===== src/rtl/fp16_pkg.sv =====
// Shared widths, field positions and FSM encoding for the binary16 normalize/pack stage.
package fp16_pkg;

  localparam int EXP_W  = 5;
  localparam int FRAC_W = 10;
  localparam int BIAS   = 15;
  localparam int MANT_W = FRAC_W + 4;

  localparam logic [EXP_W-1:0] EXP_INF = 5'h1F;
  // Largest finite exponent plus one; anything at or above this saturates to Inf.
  localparam logic [EXP_W:0]   EXP_MAX = (EXP_W+1)'(2*BIAS + 1);

  // raw_mant field positions
  localparam int RM_CARRY  = 13;
  localparam int RM_HIDDEN = 12;
  localparam int RM_LSB    = 2;
  localparam int RM_GUARD  = 1;
  localparam int RM_STICKY = 0;

  typedef enum logic [2:0] {
    IDLE,
    PRE,
    SHIFT,
    ROUND,
    DONE
  } state_t;

endpackage


===== src/rtl/fp16_round.sv =====
// Combinational mantissa rounder: RNE when FP_NORM_RNE_EN is defined, truncation otherwise.
module fp16_round
  import fp16_pkg::*;
(
  input  logic [FRAC_W:0] mant_i,
  input  logic            guard_i,
  input  logic            sticky_i,
  output logic [FRAC_W:0] mant_o,
  output logic            carry_o
);

  logic up;

`ifdef FP_NORM_RNE_EN
  assign up = guard_i & (sticky_i | mant_i[0]);
`else
  assign up = 1'b0 & (guard_i | sticky_i);
`endif

  assign {carry_o, mant_o} = {1'b0, mant_i} + {{(FRAC_W+1){1'b0}}, up};

endmodule


===== src/rtl/fp16_normalize_pack.sv =====
// Iterative normalize/round/pack stage closing the binary16 adder datapath.
// Rounding mode selected by FP_NORM_RNE_EN (defined: RNE, undefined: truncate).
//
// state | meaning
// IDLE  | waiting for start, outputs hold last result
// PRE   | zero detect, absorb carry bit with one right shift
// SHIFT | one left shift per cycle until hidden bit set or exp==1
// ROUND | round, renormalize on carry-out, pack into result regs
// DONE  | ready pulse, result valid
module fp16_normalize_pack
  import fp16_pkg::*;
(
  input  logic                  clk,
  input  logic                  rst,
  input  logic                  start,
  input  logic                  sign_in,
  input  logic [EXP_W-1:0]      exp_in,
  input  logic [MANT_W-1:0]     raw_mant,
  output logic [EXP_W+FRAC_W:0] result,
  output logic                  ready,
  output logic                  busy,
  output logic                  overflow,
  output logic                  underflow
);

  state_t                  state_q, state_d;
  logic                    sign_q, sign_d;
  logic [EXP_W:0]          exp_q, exp_d;
  logic [MANT_W-1:0]       mant_q, mant_d;
  logic                    zero_q, zero_d;
  logic                    ovf_q, ovf_d;
  logic [EXP_W+FRAC_W:0]   res_q, res_d;
  logic                    ovf_out_q, ovf_out_d;
  logic                    unf_out_q, unf_out_d;

  logic [FRAC_W:0]         rnd_mant, mant_r;
  logic                    rnd_carry;
  logic [EXP_W:0]          exp_r;

  fp16_round u_round (
    .mant_i   (mant_q[RM_HIDDEN:RM_LSB]),
    .guard_i  (mant_q[RM_GUARD]),
    .sticky_i (mant_q[RM_STICKY]),
    .mant_o   (rnd_mant),
    .carry_o  (rnd_carry)
  );

  assign mant_r = rnd_carry ? {1'b1, rnd_mant[FRAC_W:1]} : rnd_mant;
  assign exp_r  = exp_q + {{EXP_W{1'b0}}, rnd_carry};

  always_comb begin
    state_d   = state_q;
    sign_d    = sign_q;
    exp_d     = exp_q;
    mant_d    = mant_q;
    zero_d    = zero_q;
    ovf_d     = ovf_q;
    res_d     = res_q;
    ovf_out_d = ovf_out_q;
    unf_out_d = unf_out_q;
    case (state_q)
      IDLE: begin
        if (start) begin
          sign_d  = sign_in;
          exp_d   = (exp_in == '0) ? (EXP_W+1)'(1) : {1'b0, exp_in};
          mant_d  = raw_mant;
          zero_d  = 1'b0;
          ovf_d   = (exp_in == EXP_INF);
          state_d = PRE;
        end
      end
      PRE: begin
        if (mant_q == '0) begin
          zero_d  = 1'b1;
          state_d = ROUND;
        end else begin
          if (mant_q[RM_CARRY]) begin
            mant_d = {1'b0, mant_q[RM_CARRY:RM_LSB], mant_q[RM_GUARD] | mant_q[RM_STICKY]};
            exp_d  = exp_q + (EXP_W+1)'(1);
            if (exp_q + (EXP_W+1)'(1) >= EXP_MAX) ovf_d = 1'b1;
          end
          state_d = SHIFT;
        end
      end
      SHIFT: begin
        if (!mant_q[RM_HIDDEN] && exp_q > (EXP_W+1)'(1)) begin
          mant_d = {mant_q[MANT_W-2:0], 1'b0};
          exp_d  = exp_q - (EXP_W+1)'(1);
        end else begin
          state_d = ROUND;
        end
      end
      ROUND: begin
        if (zero_q) begin
          res_d     = {sign_q, {(EXP_W+FRAC_W){1'b0}}};
          ovf_out_d = 1'b0;
          unf_out_d = 1'b1;
        end else if (ovf_q || exp_r >= EXP_MAX) begin
          res_d     = {sign_q, EXP_INF, {FRAC_W{1'b0}}};
          ovf_out_d = 1'b1;
          unf_out_d = 1'b0;
        end else begin
          // A subnormal that rounds into the hidden bit picks up exp==1 here.
          res_d     = {sign_q, mant_r[FRAC_W] ? exp_r[EXP_W-1:0] : {EXP_W{1'b0}},
                       mant_r[FRAC_W-1:0]};
          ovf_out_d = 1'b0;
          unf_out_d = !mant_r[FRAC_W];
        end
        state_d = DONE;
      end
      DONE:    state_d = IDLE;
      default: state_d = IDLE;
    endcase
  end

  always_ff @(posedge clk or posedge rst) begin
    if (rst) begin
      state_q   <= IDLE;
      sign_q    <= 1'b0;
      exp_q     <= '0;
      mant_q    <= '0;
      zero_q    <= 1'b0;
      ovf_q     <= 1'b0;
      res_q     <= '0;
      ovf_out_q <= 1'b0;
      unf_out_q <= 1'b0;
    end else begin
      state_q   <= state_d;
      sign_q    <= sign_d;
      exp_q     <= exp_d;
      mant_q    <= mant_d;
      zero_q    <= zero_d;
      ovf_q     <= ovf_d;
      res_q     <= res_d;
      ovf_out_q <= ovf_out_d;
      unf_out_q <= unf_out_d;
    end
  end

  assign ready     = (state_q == DONE);
  assign busy      = (state_q == PRE) || (state_q == SHIFT) || (state_q == ROUND);
  assign result    = res_q;
  assign overflow  = ovf_out_q;
  assign underflow = unf_out_q;

endmodule


===== config.mk =====
export PLATFORM = sky130hd
export DESIGN_NAME = fp16_normalize_pack
export DESIGN_NICKNAME = d
export VERILOG_FILES = /design/src/rtl/fp16_pkg.sv /design/src/rtl/fp16_round.sv /design/src/rtl/fp16_normalize_pack.sv
export SDC_FILE = /design/constraint.sdc
export NUM_CORES = 1
export LEC_CHECK = 0
export CORE_AREA = 2 2 68 70
export CTS_CLUSTER_SIZE = 28
export DETAILED_ROUTE_END_ITERATION = 7
export DIE_AREA = 0 0 70 72
export HOLD_SLACK_MARGIN = 0.08
export PLACE_DENSITY = 0.93
export SLEW_MARGIN = 10
export SYNTH_ARGS = -nofsm -noshare
export SYNTH_HDL_FRONTEND = slang
export SYNTH_SLANG_ARGS = --single-unit

===== constraint.sdc =====
create_clock -name clk -period 3.7 [get_ports clk]
set_clock_uncertainty 0.05 [all_clocks]
set_input_delay 0.74 -clock clk [delete_from_list [all_inputs] [get_ports clk]]
set_output_delay 0.74 -clock clk [all_outputs]
set_load 0.02 [all_outputs]

==> flow_summary.html <==
<table>
<tr><th>Metric</th><th>Value</th></tr>
<tr><th colspan="2">Status</th></tr>
<tr><td>Status</td><td>finished clean</td></tr>
<tr><th colspan="2">Floorplanning</th></tr>
<tr><td>Y dimension of the die</td><td>72 um</td></tr>
<tr><td>I/O pins</td><td>43</td></tr>
<tr><td>Die outline width</td><td>around 70 um</td></tr>
<tr><td>Core ar.</td><td>approximately 4300 um^2</td></tr>
<tr><td>Area of the die</td><td>roughly 5000 um^2</td></tr>
<tr><td>Placement row count</td><td>24</td></tr>
<tr><td>Starting density of the core</td><td>0.5455</td></tr>
<tr><th colspan="2">Logic synthesis</th></tr>
<tr><td>Average instance area after synthesis</td><td>approximately 9.4 um^2</td></tr>
<tr><td>Number of register bits inferred by synthesis</td><td>44</td></tr>
<tr><td>Dominant cell type by area after synthesis</td><td>sky130_fd_sc_hd__dfrtp_1</td></tr>
<tr><td>Post-Syn Nets</td><td>~280</td></tr>
<tr><td>Instance count of the mapped netlist</td><td>about 250</td></tr>
<tr><td>Part of the Yosys area used for sequential elements</td><td>0.4734</td></tr>
<tr><td>Area contributors post-synth</td><td>sky130_fd_sc_hd__dfrtp_1, sky130_fd_sc_hd__a22o_1, sky130_fd_sc_hd__o21ai_0</td></tr>
<tr><td>Synth top area share</td><td>0.4734</td></tr>
<tr><td>Post-synth cell types</td><td>46</td></tr>
<tr><td>Combined area of all synthesized cells</td><td>roughly 2300 um^2</td></tr>
<tr><td>Count of warnings emitted by yosys</td><td>0</td></tr>
<tr><th colspan="2">Critical path</th></tr>
<tr><td>Beginning of the critical path</td><td>state_q[1]</td></tr>
<tr><td>Top cell family by delay on the critical path</td><td>buffers and inverters</td></tr>
<tr><td>Crit path arrival time</td><td>around 1.8 ns</td></tr>
<tr><td>Cells traversed along the worst timing path</td><td>nor2_1, and2_1, clkdlybuf4s50_1</td></tr>
<tr><td>Launching point of the worst reg2reg path</td><td>state_q[1]</td></tr>
<tr><td>Critical path depth</td><td>3</td></tr>
<tr><td>Cell depth of the worst flop-to-flop path</td><td>5</td></tr>
<tr><td>Highest-delay cell along the critical path</td><td>sky130_fd_sc_hd__clkdlybuf4s50_1</td></tr>
<tr><td>Sort of element at the start of the critical path</td><td>flip-flop</td></tr>
<tr><td>Endpoint class of the critical path</td><td>output pin</td></tr>
<tr><td>Category of the critical setup timing path</td><td>reg -&gt; out</td></tr>
<tr><td>Data required time of the worst path</td><td>2.91 ns</td></tr>
<tr><td>Crit path max fanout</td><td>13</td></tr>
<tr><td>Buffers &amp; Inverters on Critical Path</td><td>1</td></tr>
<tr><td>Largest incremental delay on the critical path</td><td>0.59 ns</td></tr>
<tr><th colspan="2">Clock network</th></tr>
<tr><td>Count of buffers added by post-CTS timing repair for setup</td><td>0</td></tr>
<tr><td>Post-cts repair resize count</td><td>0</td></tr>
<tr><td>Clock root buffer</td><td>sky130_fd_sc_hd__clkbuf_8</td></tr>
<tr><td>Clock Latency Late Sink</td><td>0.31 ns</td></tr>
<tr><td>Clock edge transition at the registers on the reported setup and hold paths</td><td>0.09 ns</td></tr>
<tr><td>Num Clock Sinks</td><td>44</td></tr>
<tr><td>Number of buffers on the longest clock path</td><td>2</td></tr>
<tr><td>Number of buffers created by CTS</td><td>5</td></tr>
<tr><td>Clock tree from TritonCTS</td><td>yes</td></tr>
<tr><td>Hold Buf Count CTS</td><td>0</td></tr>
<tr><td>Clock H-tree levels</td><td>2</td></tr>
<tr><th colspan="2">Global route</th></tr>
<tr><td>Final global-route overflow total</td><td>0</td></tr>
<tr><td>Antenna violations before repair</td><td>0</td></tr>
<tr><td>Vias in the first global route</td><td>between 1500 and 2000</td></tr>
<tr><td>Largest net degree at the start of global routing</td><td>45</td></tr>
<tr><td>Overall fraction of global-route tracks in use</td><td>0.2367</td></tr>
<tr><td>First-pass GRT wire length</td><td>9377 um</td></tr>
<tr><th colspan="2">Hold path</th></tr>
<tr><td>Classification of the worst-slack hold path</td><td>reg -&gt; reg</td></tr>
<tr><td>Hold-critical path depth</td><td>2</td></tr>
<tr><td>Hold Startpoint</td><td>result[11]</td></tr>
<tr><th colspan="2">Layout</th></tr>
<tr><td>Post-layout nets</td><td>313</td></tr>
<tr><td>Finished Cell Area</td><td>slightly below 3000 um^2</td></tr>
<tr><td>Area growth, synth to finish</td><td>23.94%</td></tr>
<tr><td>Antenna diode instance count</td><td>0</td></tr>
<tr><td>Share of layout cells above drive strength 1</td><td>0.07666</td></tr>
<tr><td>Utilization of the core after routing</td><td>0.6761</td></tr>
<tr><td>Number of filler cells placed in the layout</td><td>approximately 350</td></tr>
<tr><th colspan="2">STA</th></tr>
<tr><td>Final Max Tran Viols</td><td>0</td></tr>
<tr><td>Fin Setup TNS</td><td>0 ns</td></tr>
<tr><td>Max frequency</td><td>0.3860 GHz</td></tr>
<tr><td>Min Tclk post-route</td><td>between 2 and 3 ns</td></tr>
<tr><td>Setup repair after global routing missed its margin</td><td>false</td></tr>
<tr><td>Final hold vios</td><td>0</td></tr>
<tr><td>Remaining max-slew budget at the tightest pin</td><td>0.4835</td></tr>
<tr><td>Setup Viol. Count Final</td><td>0</td></tr>
<tr><td>Portion of the clock cycle consumed by the worst path in the final layout</td><td>0.7002</td></tr>
<tr><td>Actual slew at the worst max-slew pin</td><td>0.7724 ns</td></tr>
<tr><th colspan="2">Detailed routing</th></tr>
<tr><td>DR WL/cell</td><td>16.54 um</td></tr>
<tr><td>1st-iter DRT viols</td><td>~170</td></tr>
<tr><td>Final ANT Viol Nets</td><td>0</td></tr>
<tr><td>Total DRC errors in the routed layout</td><td>0</td></tr>
<tr><td>First-pass iteration count of the detailed router</td><td>5</td></tr>
<tr><td>Final WL</td><td>5608 um</td></tr>
<tr><td>Detailed-route vias per instance</td><td>6.136</td></tr>
<tr><td>Overall via count from detail_route</td><td>2080</td></tr>
<tr><th colspan="2">Place</th></tr>
<tr><td>Last weighted congestion value of the routability-driven placer</td><td>0.8783</td></tr>
<tr><td>Detailed placement HPWL</td><td>3908 um</td></tr>
<tr><td>Placement-stage cell area</td><td>2768 um^2</td></tr>
<tr><td>Number of port buffers</td><td>42</td></tr>
<tr><th colspan="2">Power</th></tr>
<tr><td>Worst voltage drop across the vdd grid</td><td>0.4348 mV</td></tr>
<tr><td>Sum of internal, switching and leakage power</td><td>about 2.8 mW</td></tr>
<tr><td>P_leak</td><td>1.219 nW</td></tr>
<tr><td>Total power per unit cell area</td><td>983.9 nW/um^2</td></tr>
<tr><th colspan="2">Job</th></tr>
<tr><td>Max Cap Viol</td><td>0</td></tr>
</table>
[cells by family after synthesis]
| group | synth area share |
|---|---|
| adder cells (fa/ha/maj) | 0.02152 |
| AND/OR/NAND/NOR | 0.1705 |
| multiplexers | 0.004841 |
| XOR/XNOR | 0.01506 |
| buffers and inverters | 0.04787 |
| flip-flops | 0.4734 |
| AO/OA/AOI/OAI | 0.2668 |
[sequential cells by signal, indices dropped and copies added, names as in the netlist, 3 cells and up]
name,count
result,16
mant_q,14
exp_q,6
state_q,3
[cell usage after synthesis (all sizes together)]
cell     number
or3b          1
mux2          1
o22ai         1
nand4         2
xnor2         3
nand3b        2
o21a          1
o221ai        1
a211o         1
a21oi        25
or2           1
nor2         19
o2bb2ai       1
buf          12
o31a          1
and2          1
a22oi         2
inv           8
and3          1
xor2          1
nor3          6
a32oi         1
nand2        27
a221oi        1
a22o         23
or4           1
ha            4
o21ba         1
nand3         5
nor4b         2
nor3b         3
and4          1
dfrtp        44
o31ai         2
nor4          4
o21ai        29
a211oi        4
clkbuf        4
nand2b        1
[placed cells by master, fill, tap and decap left out, types with 5 or more instances in the layout]
| cell | n |
|---|---|
| sky130_fd_sc_hd__inv_1 | 8 |
| sky130_fd_sc_hd__clkdlybuf4s50_1 | 42 |
| sky130_fd_sc_hd__nand2_1 | 27 |
| sky130_fd_sc_hd__o21ai_0 | 27 |
| sky130_fd_sc_hd__nor2_1 | 17 |
| sky130_fd_sc_hd__clkbuf_8 | 5 |
| sky130_fd_sc_hd__nand3_1 | 5 |
| sky130_fd_sc_hd__a21oi_1 | 25 |
| sky130_fd_sc_hd__dfrtp_1 | 44 |
| sky130_fd_sc_hd__a22o_1 | 23 |
| sky130_fd_sc_hd__nor3_1 | 5 |
| sky130_fd_sc_hd__buf_4 | 5 |
[through the flow]
stage          instances  setup slack, ns  hold WS (ns)
2_1_floorplan        248            1.691        0.3846
3_3_place_gp         331            1.323        0.4040
3_5_place_dp         331            1.266        0.4207
4_1_cts              339            1.130        0.4394
5_1_grt              339            1.021        0.4766
6_report             339            1.109        0.4334
[worst register-to-register path, delay by kind of cell, from the launching register on]
family	cells	cell delay (ns)
and+or+nand+nor	3	1.16
DFF	1	0.62
buffers and inverters	1	0.29
AOI/OAI and AO/OA	1	0.20
[layout make-up]
| cell class | instances | area (um^2) | area share |
|---|---|---|---|
| clock buffer | 5 | 68.82 | 0.02387 |
| clock inverter | 3 | 46.29 | 0.01606 |
| inverter | 8 | 30.03 | 0.01042 |
| multi-input combinational | 180 | 1114 | 0.3863 |
| sequential | 44 | 1101 | 0.3819 |
| tap | 52 | 65.06 | 0.02257 |
| timing repair buffer | 47 | 457.9 | 0.1589 |
[final timing paths]
kind | endpoint | slack (ns)
setup / recovery | ready | 1.11
hold / removal | result[11] | 0.43
setup reg to reg | result[4] | 1.32
hold reg to reg | result[11] | 0.43
max in group asynchronous | result[13] | 2.41
min in group asynchronous | result[5] | 0.81
[layer usage]
layer	vias to the layer above	GRT usage	share of wire
met3	14	0.05556	0.082
met2	112	0.3577	0.47
met4	0	0.1197	0.016
met1	974	0.3221	0.43
li1	980	-	-
met5	-	0	0
[power by group]
| group | switching, mW | internal [mW] | leakage, nW | total [mW] |
|---|---|---|---|---|
| sequential | 0.311 | 0.713 | 0.557 | 1.02 |
| combinational | 0.786 | 0.644 | 0.607 | 1.43 |
| clock | 0.180 | 0.203 | 0.0548 | 0.384 |
| total | 1.28 | 1.56 | 1.22 | 2.84 |
(Power assumes the default switching activity.)
